[src/rtl/sdm_pkg.sv]
// -----------------------------------------------------------------------------
// sdm_pkg
//   Shared types and helpers for the sigma-delta DAC path (interpolator,
//   modulator, and the demodulator/decimator that reuses the tick generator).
//
//   Contents:
//     DW_DEFAULT      default PCM sample width
//     pcm_t           16-bit signed PCM sample
//     interp_state_t  interpolator state (WAIT_FIRST / RUN / HOLD)
//     acc_width()     width of the interpolation accumulator for a given
//                     sample width and log2 oversampling ratio
// -----------------------------------------------------------------------------
package sdm_pkg;

    localparam int DW_DEFAULT = 16;

    typedef logic signed [15:0] pcm_t;

    typedef enum logic [1:0] {
        WAIT_FIRST = 2'd0,
        RUN        = 2'd1,
        HOLD       = 2'd2
    } interp_state_t;

    // The accumulator carries the sample in its upper DW bits with OSR_LOG2
    // fractional bits below. One extra bit above the sample keeps the
    // intermediate sum acc + delta representable while walking between the
    // two full-scale extremes.
    function automatic int acc_width(input int dw, input int osr_log2);
        return dw + osr_log2 + 1;
    endfunction

endpackage

[src/rtl/sdm_tick_gen.sv]
// -----------------------------------------------------------------------------
// sdm_tick_gen
//   Free-running clock divider. Counts 0..CLK_DIV-1 and asserts tick for one
//   clock whenever the count sits at CLK_DIV-1, then wraps to 0. With
//   CLK_DIV = 1 tick is high every clock. Also paces decimation in the
//   demodulator.
//
//   Parameters:
//     CLK_DIV  clocks per tick, >= 1
//
//   Ports:
//     clk   in   system clock
//     rst   in   synchronous active-high reset (count returns to 0)
//     tick  out  combinational one-clock pulse every CLK_DIV clocks
// -----------------------------------------------------------------------------
module sdm_tick_gen #(
    parameter int CLK_DIV = 4
) (
    input  logic clk,
    input  logic rst,
    output logic tick
);

    // A single-bit counter is kept for CLK_DIV = 1 so the vector is never
    // zero width; it simply stays at 0 and tick is permanently high.
    localparam int            CW   = (CLK_DIV > 1) ? $clog2(CLK_DIV) : 1;
    localparam logic [CW-1:0] LAST = CW'(CLK_DIV - 1);

    if (CLK_DIV < 1) begin : g_bad_div
        $error("sdm_tick_gen: CLK_DIV must be at least 1");
    end

    logic [CW-1:0] cnt_q;
    logic [CW-1:0] cnt_d;

    always_comb begin
        tick  = (cnt_q == LAST);
        cnt_d = tick ? '0 : cnt_q + 1'b1;
    end

    always_ff @(posedge clk) begin
        if (rst) begin
            cnt_q <= '0;
        end else begin
            cnt_q <= cnt_d;
        end
    end

endmodule

[src/rtl/sdm_interp.sv]
// -----------------------------------------------------------------------------
// sdm_interp
//   Linear-interpolating upsampler feeding an sdm_modulator. Accepts signed
//   PCM over valid/ready at the audio rate and emits OSR = 2^OSR_LOG2 samples
//   per input sample as one-clock strobes paced by a CLK_DIV divider.
//
//   Each input sample becomes the target of a segment. A segment starts at a
//   boundary tick (phase k == 0) and walks the accumulator from the previous
//   target to the new one in OSR equal steps, so the last tick of the segment
//   leaves the accumulator exactly at target << OSR_LOG2. If no sample is
//   waiting at a boundary the output holds flat and underrun pulses (except
//   before the very first sample).
//
//   Parameters:
//     DW        sample width (signed)
//     OSR_LOG2  log2 of the interpolation factor, >= 1
//     CLK_DIV   clocks per output strobe, >= 1
//
//   Ports:
//     clk        in   system clock
//     rst        in   synchronous active-high reset
//     valid_in   in   input sample offered
//     ready_out  out  a sample can be accepted this cycle
//     din        in   signed PCM sample
//     valid_out  out  one-clock strobe, dout is new
//     dout       out  signed interpolated sample
//     underrun   out  one-clock pulse with the strobe when a boundary finds
//                     no sample pending
// -----------------------------------------------------------------------------
module sdm_interp
    import sdm_pkg::*;
#(
    parameter int DW       = DW_DEFAULT,
    parameter int OSR_LOG2 = 6,
    parameter int CLK_DIV  = 4
) (
    input  logic          clk,
    input  logic          rst,
    input  logic          valid_in,
    output logic          ready_out,
    input  logic [DW-1:0] din,
    output logic          valid_out,
    output logic [DW-1:0] dout,
    output logic          underrun
);

    localparam int AW = acc_width(DW, OSR_LOG2);

    if (OSR_LOG2 < 1) begin : g_bad_osr
        $error("sdm_interp: OSR_LOG2 must be at least 1");
    end

    // Per-tick increment for a segment. Both operands are sign-extended by
    // one bit so the full swing between the two extremes, +/-(2^DW - 1),
    // is representable without wrap.
    function automatic logic signed [DW:0] seg_delta(
        input logic signed [DW-1:0] target,
        input logic signed [DW-1:0] seg_end
    );
        return {target[DW-1], target} - {seg_end[DW-1], seg_end};
    endfunction

    // Sign-extend a step to accumulator width.
    function automatic logic signed [AW-1:0] widen_delta(
        input logic signed [DW:0] d
    );
        return {{OSR_LOG2{d[DW]}}, d};
    endfunction

    logic tick;

    sdm_tick_gen #(
        .CLK_DIV(CLK_DIV)
    ) u_tick_gen (
        .clk (clk),
        .rst (rst),
        .tick(tick)
    );

    interp_state_t          state_q,      state_d;
    logic                   pend_valid_q, pend_valid_d;
    logic signed [DW-1:0]   pend_q,       pend_d;
    logic [OSR_LOG2-1:0]    k_q,          k_d;
    logic signed [AW-1:0]   acc_q,        acc_d;
    logic signed [DW:0]     delta_q,      delta_d;
    logic signed [DW-1:0]   dout_q,       dout_d;
    logic                   valid_out_q,  valid_out_d;
    logic                   underrun_q,   underrun_d;

    logic                   boundary;
    logic                   accept;
    logic signed [DW-1:0]   seg_end;

    always_comb begin
        state_d      = state_q;
        pend_valid_d = pend_valid_q;
        pend_d       = pend_q;
        k_d          = k_q;
        acc_d        = acc_q;
        delta_d      = delta_q;
        dout_d       = dout_q;
        valid_out_d  = tick;
        underrun_d   = 1'b0;

        // Floor of acc / OSR. The accumulator is kept in range by
        // construction, so the integer part always fits DW bits and the
        // guard bit above it can be dropped here.
        seg_end  = acc_q[DW+OSR_LOG2-1:OSR_LOG2];
        boundary = tick && (k_q == '0);
        accept   = valid_in && !pend_valid_q;

        if (accept) begin
            pend_d       = din;
            pend_valid_d = 1'b1;
        end

        if (tick) begin
            k_d    = k_q + 1'b1;
            dout_d = seg_end;

            if (boundary) begin
                if (pend_valid_q) begin
                    // accept is necessarily low here (ready_out is 0), so
                    // clearing the pending flag cannot collide with a load.
                    delta_d      = seg_delta(pend_q, seg_end);
                    pend_valid_d = 1'b0;
                    state_d      = RUN;
                end else begin
                    delta_d = '0;
                    if (state_q != WAIT_FIRST) begin
                        underrun_d = 1'b1;
                        state_d    = HOLD;
                    end
                end
            end

            // The step chosen at a boundary already applies on that same
            // tick, so OSR additions land exactly on the new target.
            acc_d = acc_q + widen_delta(delta_d);
        end
    end

    always_ff @(posedge clk) begin
        if (rst) begin
            state_q      <= WAIT_FIRST;
            pend_valid_q <= 1'b0;
            pend_q       <= '0;
            k_q          <= '0;
            acc_q        <= '0;
            delta_q      <= '0;
            dout_q       <= '0;
            valid_out_q  <= 1'b0;
            underrun_q   <= 1'b0;
        end else begin
            state_q      <= state_d;
            pend_valid_q <= pend_valid_d;
            pend_q       <= pend_d;
            k_q          <= k_d;
            acc_q        <= acc_d;
            delta_q      <= delta_d;
            dout_q       <= dout_d;
            valid_out_q  <= valid_out_d;
            underrun_q   <= underrun_d;
        end
    end

    assign ready_out = !pend_valid_q;
    assign valid_out = valid_out_q;
    assign dout      = dout_q;
    assign underrun  = underrun_q;

endmodule
[config.mk]
export PLATFORM = sky130hd
export DESIGN_NAME = sdm_interp
export DESIGN_NICKNAME = d
export VERILOG_FILES = /design/src/rtl/sdm_pkg.sv /design/src/rtl/sdm_tick_gen.sv /design/src/rtl/sdm_interp.sv
export SDC_FILE = /design/constraint.sdc
export NUM_CORES = 1
export LEC_CHECK = 0
export BUFFER_PORTS_ARGS = -buffer_cell sky130_fd_sc_hd__buf_2
export CORE_UTILIZATION = 38
export CTS_CLUSTER_DIAMETER = 120
export DETAILED_ROUTE_END_ITERATION = 6
export PLACE_DENSITY_LB_ADDON = 0.3
export SETUP_SLACK_MARGIN = 0.1
export SLEW_MARGIN = 20
export SYNTH_ARGS = -nofsm -noshare
export SYNTH_HDL_FRONTEND = slang
export SYNTH_SLANG_ARGS = --single-unit
[constraint.sdc]
create_clock -name clk -period 4.6 [get_ports clk]
set_input_delay 0.92 -clock clk [delete_from_list [all_inputs] [get_ports clk]]
set_output_delay 0.92 -clock clk [all_outputs]
set_load 0.05 [all_outputs]
Yosys cells after proc, flatten, opt, wreduce, memory -nomap -nowiden

Index checks and enable logic that the tools add are counted.

Add/subtract/negate cells: 4
Equal/unequal tests: 1
Multiplexer cells: 10
Bitwise gates (word level): 2
Reduce and logical (&&, ||, !) cells: 9

Operators by type and width:

| kind                | number |
|---|---|
| $mux 17             | 3 |
| $add 23x17->23      | 1 |
| $sub 16x16->17      | 1 |
| $add 6x1->6 const B | 1 |
| $logic_not 6->1     | 1 |
| $mux 1              | 5 |
| $mux 2              | 2 |
| $reduce_bool 2->1   | 2 |
| $reduce_or 4->1     | 1 |
| $reduce_and 3->1    | 1 |
| $add 2x1->2 const B | 1 |
| $eq 2x2->1 const B  | 1 |
| $logic_and 1x1->1   | 2 |
| $not 1->1           | 2 |
| $reduce_or 2->1     | 1 |
| $logic_not 1->1     | 1 |

Flip-flop bits (word level): 85
Input bits: 19
Output and inout bits: 19
Word-level logic and storage cells: 36

Longest topological paths before layout

Gate-level depths: netlist of run 1.

Depth after elaboration: 6
Gate-level depth with buffers: 18
Depth with buffers taken out: 17

Cells and area by module

A second synthesis of run 1 with hierarchy kept.

Cell total of the unflattened synthesis: 589
Area, all modules: 4,921.0 um2

Modules (own cells, without submodules):

| module       | instances | cells each | area an instance (um2) | seq. area each (um2) |
|---|---|---|---|---|
| sdm_interp   | 1         | 584        | 4,845.9                | 1,641.6 |
| sdm_tick_gen | 1         | 5          | 75.1                   | 40.0 |

Worst setup path before layout of run 1

Ideal clock, no wire load.

Path kind: reg2reg
Start: register u_tick_gen.cnt_q[0]
End: register acc_q[21]
Library setup time: 0.123 ns
Data arrival time: 3.756 ns
Data required time: 4.477 ns
Path slack: 0.721 ns
Stages on the path, launching flop included: 16
Path buffers: 2
Clock period less this slack: 3.879 ns
Cell sequence: dfxtp_1 ha_1 or4b_4 or2_0 buf_2 clkbuf_1 a21oi_1 inv_1 ha_1 a211oi_1 o21ai_1 a221oi_2 o21bai_2 a311oi_2 mux2i_1 mux2_1

Longest elaborated chain between the ends: 5

Ends and longest elaborated chain:

| item                     | line               | text |
|---|---|---|
| start: declaration       | sdm_tick_gen.sv:33 | `logic [CW-1:0] cnt_q;` |
| start signal: assignment | sdm_tick_gen.sv:45 | `cnt_q <= cnt_d;` |
| $eq 2x2->1 (*)           | sdm_tick_gen.sv:37 | `tick = (cnt_q == LAST);` |
| net tick                 | sdm_interp.sv:70   | `logic tick;` |
| $logic_and 1x1->1        | sdm_interp.sv:109  | `boundary = tick && (k_q == '0);` |
| $mux 17                  | sdm_interp.sv:121  | `if (boundary) begin` |
| $mux 17                  | sdm_interp.sv:117  | `if (tick) begin` |
| $add 23x17->23           | sdm_interp.sv:139  | `acc_d = acc_q + widen_delta(delta_d);` |
| end signal: assignment   | sdm_interp.sv:149  | `acc_q <= '0;` |
| end signal: assignment   | sdm_interp.sv:159  | `acc_q <= acc_d;` |
| end: declaration         | sdm_interp.sv:84   | `logic signed [AW-1:0] acc_q, acc_d;` |

Mark *: on every way through the listed nets, which the timed path passes. The rest lies on a longest branch. The select of a mux whose other input is x is not followed.
A chain may end at the register's enable or synchronous reset.

Final worst setup path of run 1

Start: register u_tick_gen.cnt_q[0]
End: register acc_q[20]

Same word-level chain as after synthesis.

==> impl_metrics.ini, run 1 <==
[run_status]
status = complete, no violations

[timing]
setup-violations-final = 0
max_slew_margin_pct = 34.2
fin_skew_ns = 0.00597
finalSetupTns_ns = 0
worst_slew_pin_slew_ns = 0.985
rsz0062_at_grt = no
drv_slew = 0
fin_crit_sh_pct = 92.3
final.min_clock_period_ns = 4.25
hold_viol_final = 0
fmaxAchievable_mhz = 235

[global_route]
grt_busiest_layer = met2
grt_max_degree = 74
grt-ovfl-total = 0
grt_use_met1_pct = 25.6
antenna_found_initial = 0
grt_pass1_wl_um = 19700
gr-usage-all-layers_pct = 19.1
grtUsageMet2_pct = 29.4
grt_pass1_vias = 3944
use_met3_pct = 5.35

[job]
cap_violations = 0

[clocking]
cts_tree = yes
cts-root-buf = clkbuf_16
clk_pin_slew_ns = 0.06
htree_levels = 3
numCtsBuffers = 9
clock_latency_ns = 0.35
clock_path_buffers = 2
cts_hold_buf = 0
cts_sinks = 84
postCtsSetupBuffers = 0

[worst_hold_path]
hp-class = reg2reg
holdPathStages = 1

[drt]
postRouteAntennaNets = 0
drc = 0
vias = 4317
drt_iter0_markers = 249
viasPerCell = 5.32
drt-pass1-iter-count = 5
wl_per_cell_um = 15.2
wl_um = 12300

[floorplanning]
die_x_um = 116
io_pins = 38
fp.dieArea_um2 = 13500
std_cell_rows = 41
start_util_pct = 39.2
die_y_um = 116
coreArea_um2 = 12700

[worst_setup_path]
start_kind = flop
worst-r2r-setup-slack_ns = 0.35
worstPathArrival_ns = 4.47
worstReg2RegEnd = acc_q[20]
crit_path_end = acc_q[20]
r2r_cells = 14
critPathKind = reg2reg
path_max_fanout = 9
cp.required_ns = 4.83
end_kind = flop
cp-startpoint = u_tick_gen.cnt_q[0]
rr_startpoint = u_tick_gen.cnt_q[0]

[final_layout]
final_cell_mix = dfxtp_1 (83), nand2_1 (70), nor2_1 (53)
nNetsFinal = 697
area_growth_pct = 13.8
num_antenna_cells = 0
drive_gt1_share_pct = 12.1
final_common_cell = dfxtp_1

[placed_design]
gp_congestion = 0.849
io_buffers = 37
dpl.hpwl_um = 8970

[synth]
yosysTopAreaCell = dfxtp_1
syn_avg_cell_area_um2 = 8.22
syn-num-nets = 666
synth_top_area_share_pct = 33.8
syn_inst = 605
yosys_warnings = 0
synth_edf_count = 0
syn-cell-area_um2 = 4970
yosys-top-cells-area = dfxtp_1 (34%), ha_1 (10%), nand2_1 (5.3%)
synth-seq-area-share_pct = 33.8
synth-seq-cells = 84
yosys_most_used_dff = dfxtp_1
synthArstFlopShare_pct = 0
yosysUniqueCellTypes = 67

[pwr]
power.density_nw_per_um2 = 309
p_leak_uw = 0.00235
power_uw = 1750
vdd_drop_max_mv = 0.164
Yosys cell counts, types with 2 or more instances:
library cell,number
inv_1,36
xor2_1,11
a211oi_1,10
o21ai_0,29
buf_1,6
and3_1,7
o211ai_1,6
o21a_1,5
a32o_1,3
or4_1,3
o21bai_1,2
nor3_1,17
a21o_1,13
nand2_1,70
nand4_1,4
mux2i_1,25
o31a_1,2
nor4_1,2
a2111oi_2,2
fa_1,2
nor2_1,53
a2111oi_0,3
dfxtp_1,84
o21ai_1,4
o31ai_1,7
buf_2,2
or3_1,6
and2_1,16
nor3b_1,2
nor2b_1,7
nand3_1,14
a21oi_1,48
a21boi_0,2
nand2b_1,4
clkbuf_1,16
ha_1,40
a31oi_1,5
xnor2_1,8
worst min path at each step:
| stage | from | endpoint | slack, ns |
|---|---|---|---|
| 2_1_floorplan | u_tick_gen.cnt_q[0] | u_tick_gen.cnt_q[0] | 0.40 |
| 3_3_place_gp | u_tick_gen.cnt_q[0] | u_tick_gen.cnt_q[0] | 0.42 |
| 3_5_place_dp | u_tick_gen.cnt_q[0] | u_tick_gen.cnt_q[0] | 0.43 |
| 4_1_cts | u_tick_gen.cnt_q[0] | u_tick_gen.cnt_q[0] | 0.43 |
| 5_1_grt | u_tick_gen.cnt_q[0] | u_tick_gen.cnt_q[0] | 0.44 |
| 6_report | u_tick_gen.cnt_q[0] | u_tick_gen.cnt_q[0] | 0.43 |
what timing repair did:
action / 4_1_cts / 5_1_grt
endpoints found under the setup margin: 0 / 5
hold endpoints to repair: 0 / 0
resized for setup: 0 / 10
layout make-up:
type                            instances  area, um2
Inverter                               36        135
Sequential cell                        84       1680
Fill cell                            1258       7010
Tap cell                              172        215
Clock buffer                           12        256
Multi-Input combinational cell        461       3100
Timing Repair Buffer                   44        238
Clock inverter                          2       35.0
worst max-delay path, stage by stage, from the launching register on:
cell and delay, ns:
dfxtp_1 0.33, ha_2 0.18, or4b_4 0.49, or2_0 0.36
o31ai_1 0.39, ha_1 0.28, inv_1 0.07, fa_1 0.41
nor2b_1 0.16, o31a_1 0.21, o31ai_1 0.11, o21ai_1 0.35
a21oi_1 0.15, o21ai_0 0.17, or3b_2 0.45
routing by layer:
layer / vias to the layer above / wire length [um]
li1: 2222 / -
met1: 1999 / 6200
met2: 75 / 5380
met3: 21 / 483
met4: 0 / 238
met5: - / 0
registers in the layout (all words and copies together), names as in the netlist:
signal            cells
underrun              1
u_tick_gen.cnt_q      2
state_q               2
acc_q                22
dout                 16
pend_valid_q          1
pend_q               16
delta_q              17
valid_out             1
k_q                   6
where the power goes:
part | switching (uW) | internal (uW)
combinational | 156 | 95.0
sequential | 12.8 | 745
clock | 296 | 444
total | 466 | 1280
cells by family (layout without fill, tap and decap cells):
logic type	Yosys count	after routing	share of synthesized area [%]
compound gates	161	161	21.8
xor+xnor	19	19	3.35
fa+ha+maj	42	42	10.9
buf+inv	60	94	4.58
flops	84	84	33.8
mux	26	26	5.26
simple gates	213	213	20.3
per-stage QoR:
| stage | hold slack [ns] | util, % | setup slack [ns] | cells | instance area, um2 |
|---|---|---|---|---|---|
| finish | 0.433 | 44.7 | 0.353 | 811 | 5660 |
| global route | 0.440 | 44.7 | 0.103 | 811 | 5660 |
| global placement | 0.419 | 42.1 | 0.269 | 797 | 5340 |
| floorplan | 0.404 | - | 0.721 | 605 | 4970 |
| detailed placement | 0.426 | 42.1 | 0.215 | 797 | 5340 |
| CTS | 0.434 | 44.4 | 0.194 | 811 | 5630 |
(Power assumes the default switching activity.)
==> run 2, diff against run 1 <==
--- a/config.mk
+++ b/config.mk
@@ -16,2 +16,3 @@
 export SYNTH_HDL_FRONTEND = slang
 export SYNTH_SLANG_ARGS = --single-unit
+export TNS_END_PERCENT = 20
==> constraint.sdc (replaced) <==
create_clock -name clk -period 4.6 [get_ports clk]
set_input_delay 0.69 -clock clk [delete_from_list [all_inputs] [get_ports clk]]
set_output_delay 0.69 -clock clk [all_outputs]
set_load 0.05 [all_outputs]
==> run 2 against run 1 <==
Core utilization increased by 0.15 points. Clock skew is 0.0051 ns higher. Maximum frequency decreased by 1.3%. Register-to-register slack got worse by 0.05 ns. Final cell count up 0.12%. Global-route usage grew 0.49 points. Non-clock buffer count unchanged. Sequential power barely moved. Die area stayed put. Critical endpoint is now acc_q[18].
==> impl_metrics.ini, run 2 (same netlist as run 1, synthesis figures left out) <==
[clocking]
cts-root-buf = clkbuf_16
cts_tree = yes
clk_pin_slew_ns = 0.06
clock_latency_ns = 0.35
numCtsBuffers = 9
cts_hold_buf = 0
cts_sinks = 84
htree_levels = 3
clock_path_buffers = 2

[global_route]
grt_max_degree = 74
grt-ovfl-total = 0
gr-usage-all-layers_pct = 19.6
grt_pass1_vias = 4097
grt_pass1_wl_um = 20300
antenna_found_initial = 0

[drt]
drt_iter0_markers = 262
postRouteAntennaNets = 0
vias = 4343
wl_um = 12300
wl_per_cell_um = 15.2
drc = 0
viasPerCell = 5.35
drt-pass1-iter-count = 7

[final_layout]
final_cell_mix = dfxtp_1 (83), nand2_1 (70), nor2_1 (53)
num_antenna_cells = 0
area_growth_pct = 14.2
regMostFlops = acc_q
layoutNonFillerInstCount = 812
top_regs = acc_q x22, delta_q x17
fin_util_pct = 44.8
largest_register_ffs = 22
drive_gt1_share_pct = 11.9
nNetsFinal = 697
final_common_cell = dfxtp_1

[worst_setup_path]
worst-r2r-setup-slack_ns = 0.30
path_max_fanout = 6
cp.required_ns = 4.84
worstPathArrival_ns = 4.54
critPathKind = reg2reg
end_kind = flop
rr_startpoint = acc_q[8]
worstReg2RegEnd = acc_q[18]
start_kind = flop
r2r_cells = 16

[timing]
fin_skew_ns = 0.0111
max_slew_margin_pct = 34.3
worst_slew_pin_slew_ns = 0.984
hold_viol_final = 0
final.min_clock_period_ns = 4.30
fmaxAchievable_mhz = 232
setup-violations-final = 0
finalSetupTns_ns = 0
rsz0062_at_grt = yes
fin_crit_sh_pct = 93.5
drv_slew = 0

[floorplanning]
die_x_um = 116
start_util_pct = 39.2
fp.dieArea_um2 = 13500
io_pins = 38
coreArea_um2 = 12700
die_y_um = 116
std_cell_rows = 41

[placed_design]
gp_congestion = 0.845
io_buffers = 37
dpl.hpwl_um = 9010
dp_cells = 796

[pwr]
p_int_uw = 1340
power_uw = 1800
p_leak_uw = 0.00236
clkPwrFrac_pct = 44.1
p_seq_share_pct = 42.1
vdd_drop_max_mv = 0.205
power.density_nw_per_um2 = 317
power_switching_uw = 457
power_frac_comb_pct = 13.8
p_sw_share_pct = 25.4

[worst_hold_path]
holdPathStages = 1
min_from = u_tick_gen.cnt_q[0]
hp-class = reg2reg
holdPathEnd = u_tick_gen.cnt_q[0]

[run_status]
status = complete, no violations

[job]
cap_violations = 0
==> run 2: cell count changes in the layout (fill, tap and decap cells not counted), sizes merged <==
| cell | previous run | this run |
|---|---|---|
| bufinv | 1 | 2 |
| clkinv | 1 | 0 |
| inv | 36 | 37 |
==> run 2: critical path, stage by stage (launching register included) <==
cell and delay [ns]:
dfxtp_1 0.44, inv_1 0.13, ha_1 0.33, nor2b_2 0.19, o2111ai_1 0.32, a21oi_1 0.17
o31ai_1 0.33, xor2_1 0.13, o21ai_0 0.26, ha_1 0.36, a21oi_1 0.18, o21ai_0 0.13
a21o_1 0.18, o21ba_2 0.21, a211oi_1 0.39, a2111oi_0 0.17, a221o_1 0.29
==> run 2: area by class of cell <==
class                   instances  area [um2]
fillers                      1262        6990
flip-flops and latches         84        1680
inverters                      36         135
repair buffers                 44         238
clock inverters                 3        68.8
well taps                     172         215
clock buffers                  12         256
multi-input cells             461        3080
==> run 2: per-stage QoR <==
step | worst slack, ns | hold slack, ns | cell area (um2)
global route | 0.0439 | 0.461 | 5680
floorplan | 0.721 | 0.404 | 4970
global placement | 0.280 | 0.418 | 5330
CTS | 0.155 | 0.443 | 5650
detailed placement | 0.180 | 0.429 | 5330
finish | 0.298 | 0.449 | 5680
==> run 2: repair_timing <==
item | 4_1_cts | 5_1_grt
endpoints found under the setup margin | 0 | 7
buffers inserted | 0 | 1
resized for setup | 0 | 6
==> run 2: power by group through the flow <==
stage | clock (uW) | sequential, uW | combinational (uW)
4_1_cts | 811 | 757 | 243
6_report | 794 | 757 | 248
3_3_place_gp | 0 | 773 | 238
3_5_place_dp | 0 | 773 | 241
2_1_floorplan | 0 | 770 | 185
5_1_grt | 843 | 759 | 276
==> run 2: how the worst max path moves through the flow <==
stage | from | end | slack (ns) | cells after the start
finish | acc_q[8] | acc_q[18] | 0.30 | 16
global route | acc_q[8] | acc_q[21] | 0.04 | 15
CTS | acc_q[7] | acc_q[21] | 0.15 | 16
detailed placement | acc_q[7] | acc_q[21] | 0.18 | 16
global placement | acc_q[7] | acc_q[21] | 0.28 | 16
floorplan | u_tick_gen.cnt_q[0] | acc_q[21] | 0.72 | 15
==> run 2: per-layer routing <==
metal / vias up / GRT usage (%) / share of wire [%]
met3: 14 / 4.72 / 4.1
met2: 93 / 30.9 / 45
li1: 2220 / - / -
met4: 0 / 6.84 / 1.6
met5: - / 0 / 0
met1: 2016 / 26.1 / 50
==> run 3, diff against run 2 <==
Settings changed: CAP_MARGIN set to 0, REMOVE_ABC_BUFFERS set to 1.
==> run 3 against run 2 <==
Die area did not move. Core utilization about the same. Clock skew fell by 0.0014 ns. Power shrank 0.44%. Maximum frequency up 2.2%. Critical endpoint is now acc_q[21]. Routed wire length about the same. Largest power group unchanged. Critical path depth stayed put.
==> impl_metrics.ini, run 3 (same netlist as run 1, synthesis figures left out) <==
[worst_setup_path]
crit_path_top_delay_cell = dfxtp_1
cp.required_ns = 4.83
end_kind = flop
crit_chain = inv_1, ha_1, nor2b_1, o21a_1, o21ai_2, a21boi_0, or3_1, a32o_1, ha_1, a2111oi_2, o21ai_1, a221oi_2, o21bai_2, a311oi_2, mux2i_1, mux2_1
critPathKind = reg2reg
worstPathArrival_ns = 4.44
critical_path_buf_inv_count = 1
path_max_fanout = 5
crit_path_max_incr_delay_ns = 0.40
start_kind = flop
critPathTopFamily = compound AO/OA/AOI/OAI gates
crit_path_frequent_cell = ha_1

[pwr]
vdd_drop_max_mv = 0.175
p_sw_share_pct = 25.9
power.density_nw_per_um2 = 316
p_int_uw = 1330
clkPwrFrac_pct = 44.1
power_frac_comb_pct = 13.6
p_leak_uw = 0.00237
power_switching_uw = 464
p_seq_share_pct = 42.3

[floorplanning]
std_cell_rows = 41
io_pins = 38
start_util_pct = 39.2
die_x_um = 116
die_y_um = 116
fp.dieArea_um2 = 13500
coreArea_um2 = 12700

[clocking]
numCtsBuffers = 9
cts-root-buf = clkbuf_16
cts_hold_buf = 0
cts_tree = yes
cts_sinks = 84
htree_levels = 3
clk_pin_slew_ns = 0.06
clock_latency_ns = 0.35
clock_path_buffers = 2

[job]
cap_violations = 0

[final_layout]
num_antenna_cells = 0
final_cell_mix = dfxtp_1 (84), nand2_1 (70), nor2_1 (53)
largest_register_ffs = 22
drive_gt1_share_pct = 11.7
area_growth_pct = 14.1
regMostFlops = acc_q
top_regs = acc_q x22, delta_q x17
fin_util_pct = 44.8
finalInstanceArea_um2 = 5680
final_common_cell = dfxtp_1
nNetsFinal = 699

[global_route]
grt_max_degree = 74
grt_pass1_wl_um = 20400
grt-ovfl-total = 0
antenna_found_initial = 0
grt_pass1_vias = 4109
gr-usage-all-layers_pct = 19.5

[timing]
max_slew_margin_pct = 49.1
hold_viol_final = 0
setup-violations-final = 0
worst_slew_pin_slew_ns = 0.764
rsz0062_at_grt = yes
drv_slew = 0
final.min_clock_period_ns = 4.21
fmaxAchievable_mhz = 238
finalSetupTns_ns = 0
fin_crit_sh_pct = 91.5
fin_skew_ns = 0.00972

[placed_design]
gp_congestion = 0.874
io_buffers = 37
placed_cell_area_um2 = 5350
dpl.hpwl_um = 8960

[drt]
wl_per_cell_um = 15.1
drt-pass1-iter-count = 4
vias = 4322
drt_iter0_markers = 319
drc = 0
postRouteAntennaNets = 0
viasPerCell = 5.30
wl_um = 12300

[worst_hold_path]
hp-class = reg2reg

[run_status]
status = complete, no violations
[run 3: routing by layer]
layer	track usage [%]	vias to the layer above	routed length (um)
met3	3.17	14	417
met4	7.52	0	199
met1	27.5	2011	6370
li1	-	2222	-
met2	29.7	75	5320
met5	0	-	0
[run 3: stage by stage]
| step | hold WS, ns | std cells | worst slack [ns] | total power, uW |
|---|---|---|---|---|
| after detailed placement | 0.428 | 799 | 0.319 | 1010 |
| after global placement | 0.417 | 799 | 0.374 | 1010 |
| after floorplan | 0.400 | 581 | -0.548 | 943 |
| final | 0.442 | 815 | 0.390 | 1790 |
| after global routing | 0.463 | 815 | 0.0636 | 1870 |
| after CTS | 0.449 | 815 | 0.283 | 1810 |
[run 3: final cells by class]
class | instances | area, um2
clock buffers | 12 | 246
clock inverters | 4 | 72.6
fillers | 1277 | 7000
inverters | 36 | 135
multi-input cells | 461 | 3070
flip-flops and latches | 84 | 1680
well taps | 172 | 215
repair buffers | 46 | 253
[run 3: final timing paths]
kind / from / to / slack (ns) / cells past startpoint
max reg2reg: acc_q[7] / acc_q[21] / 0.39 / 16
max: acc_q[7] / acc_q[21] / 0.39 / 16
min reg2reg: u_tick_gen.cnt_q[0] / u_tick_gen.cnt_q[0] / 0.44 / 1
min: u_tick_gen.cnt_q[0] / u_tick_gen.cnt_q[0] / 0.44 / 1
[run 3: timing repair]
action | 4_1_cts | 5_1_grt
buffers inserted | 0 | 0
gates resized for setup | 0 | 2
setup endpoints to repair | 0 | 6
[run 3: power by group through the flow]
stage               registers [uW]  clock network [uW]  logic, uW
floorplan                      771                   0        173
global placement               773                   0        239
detailed placement             773                   0        240
CTS                            757                 809        243
global route                   759                 842        272
finish                         757                 790        244
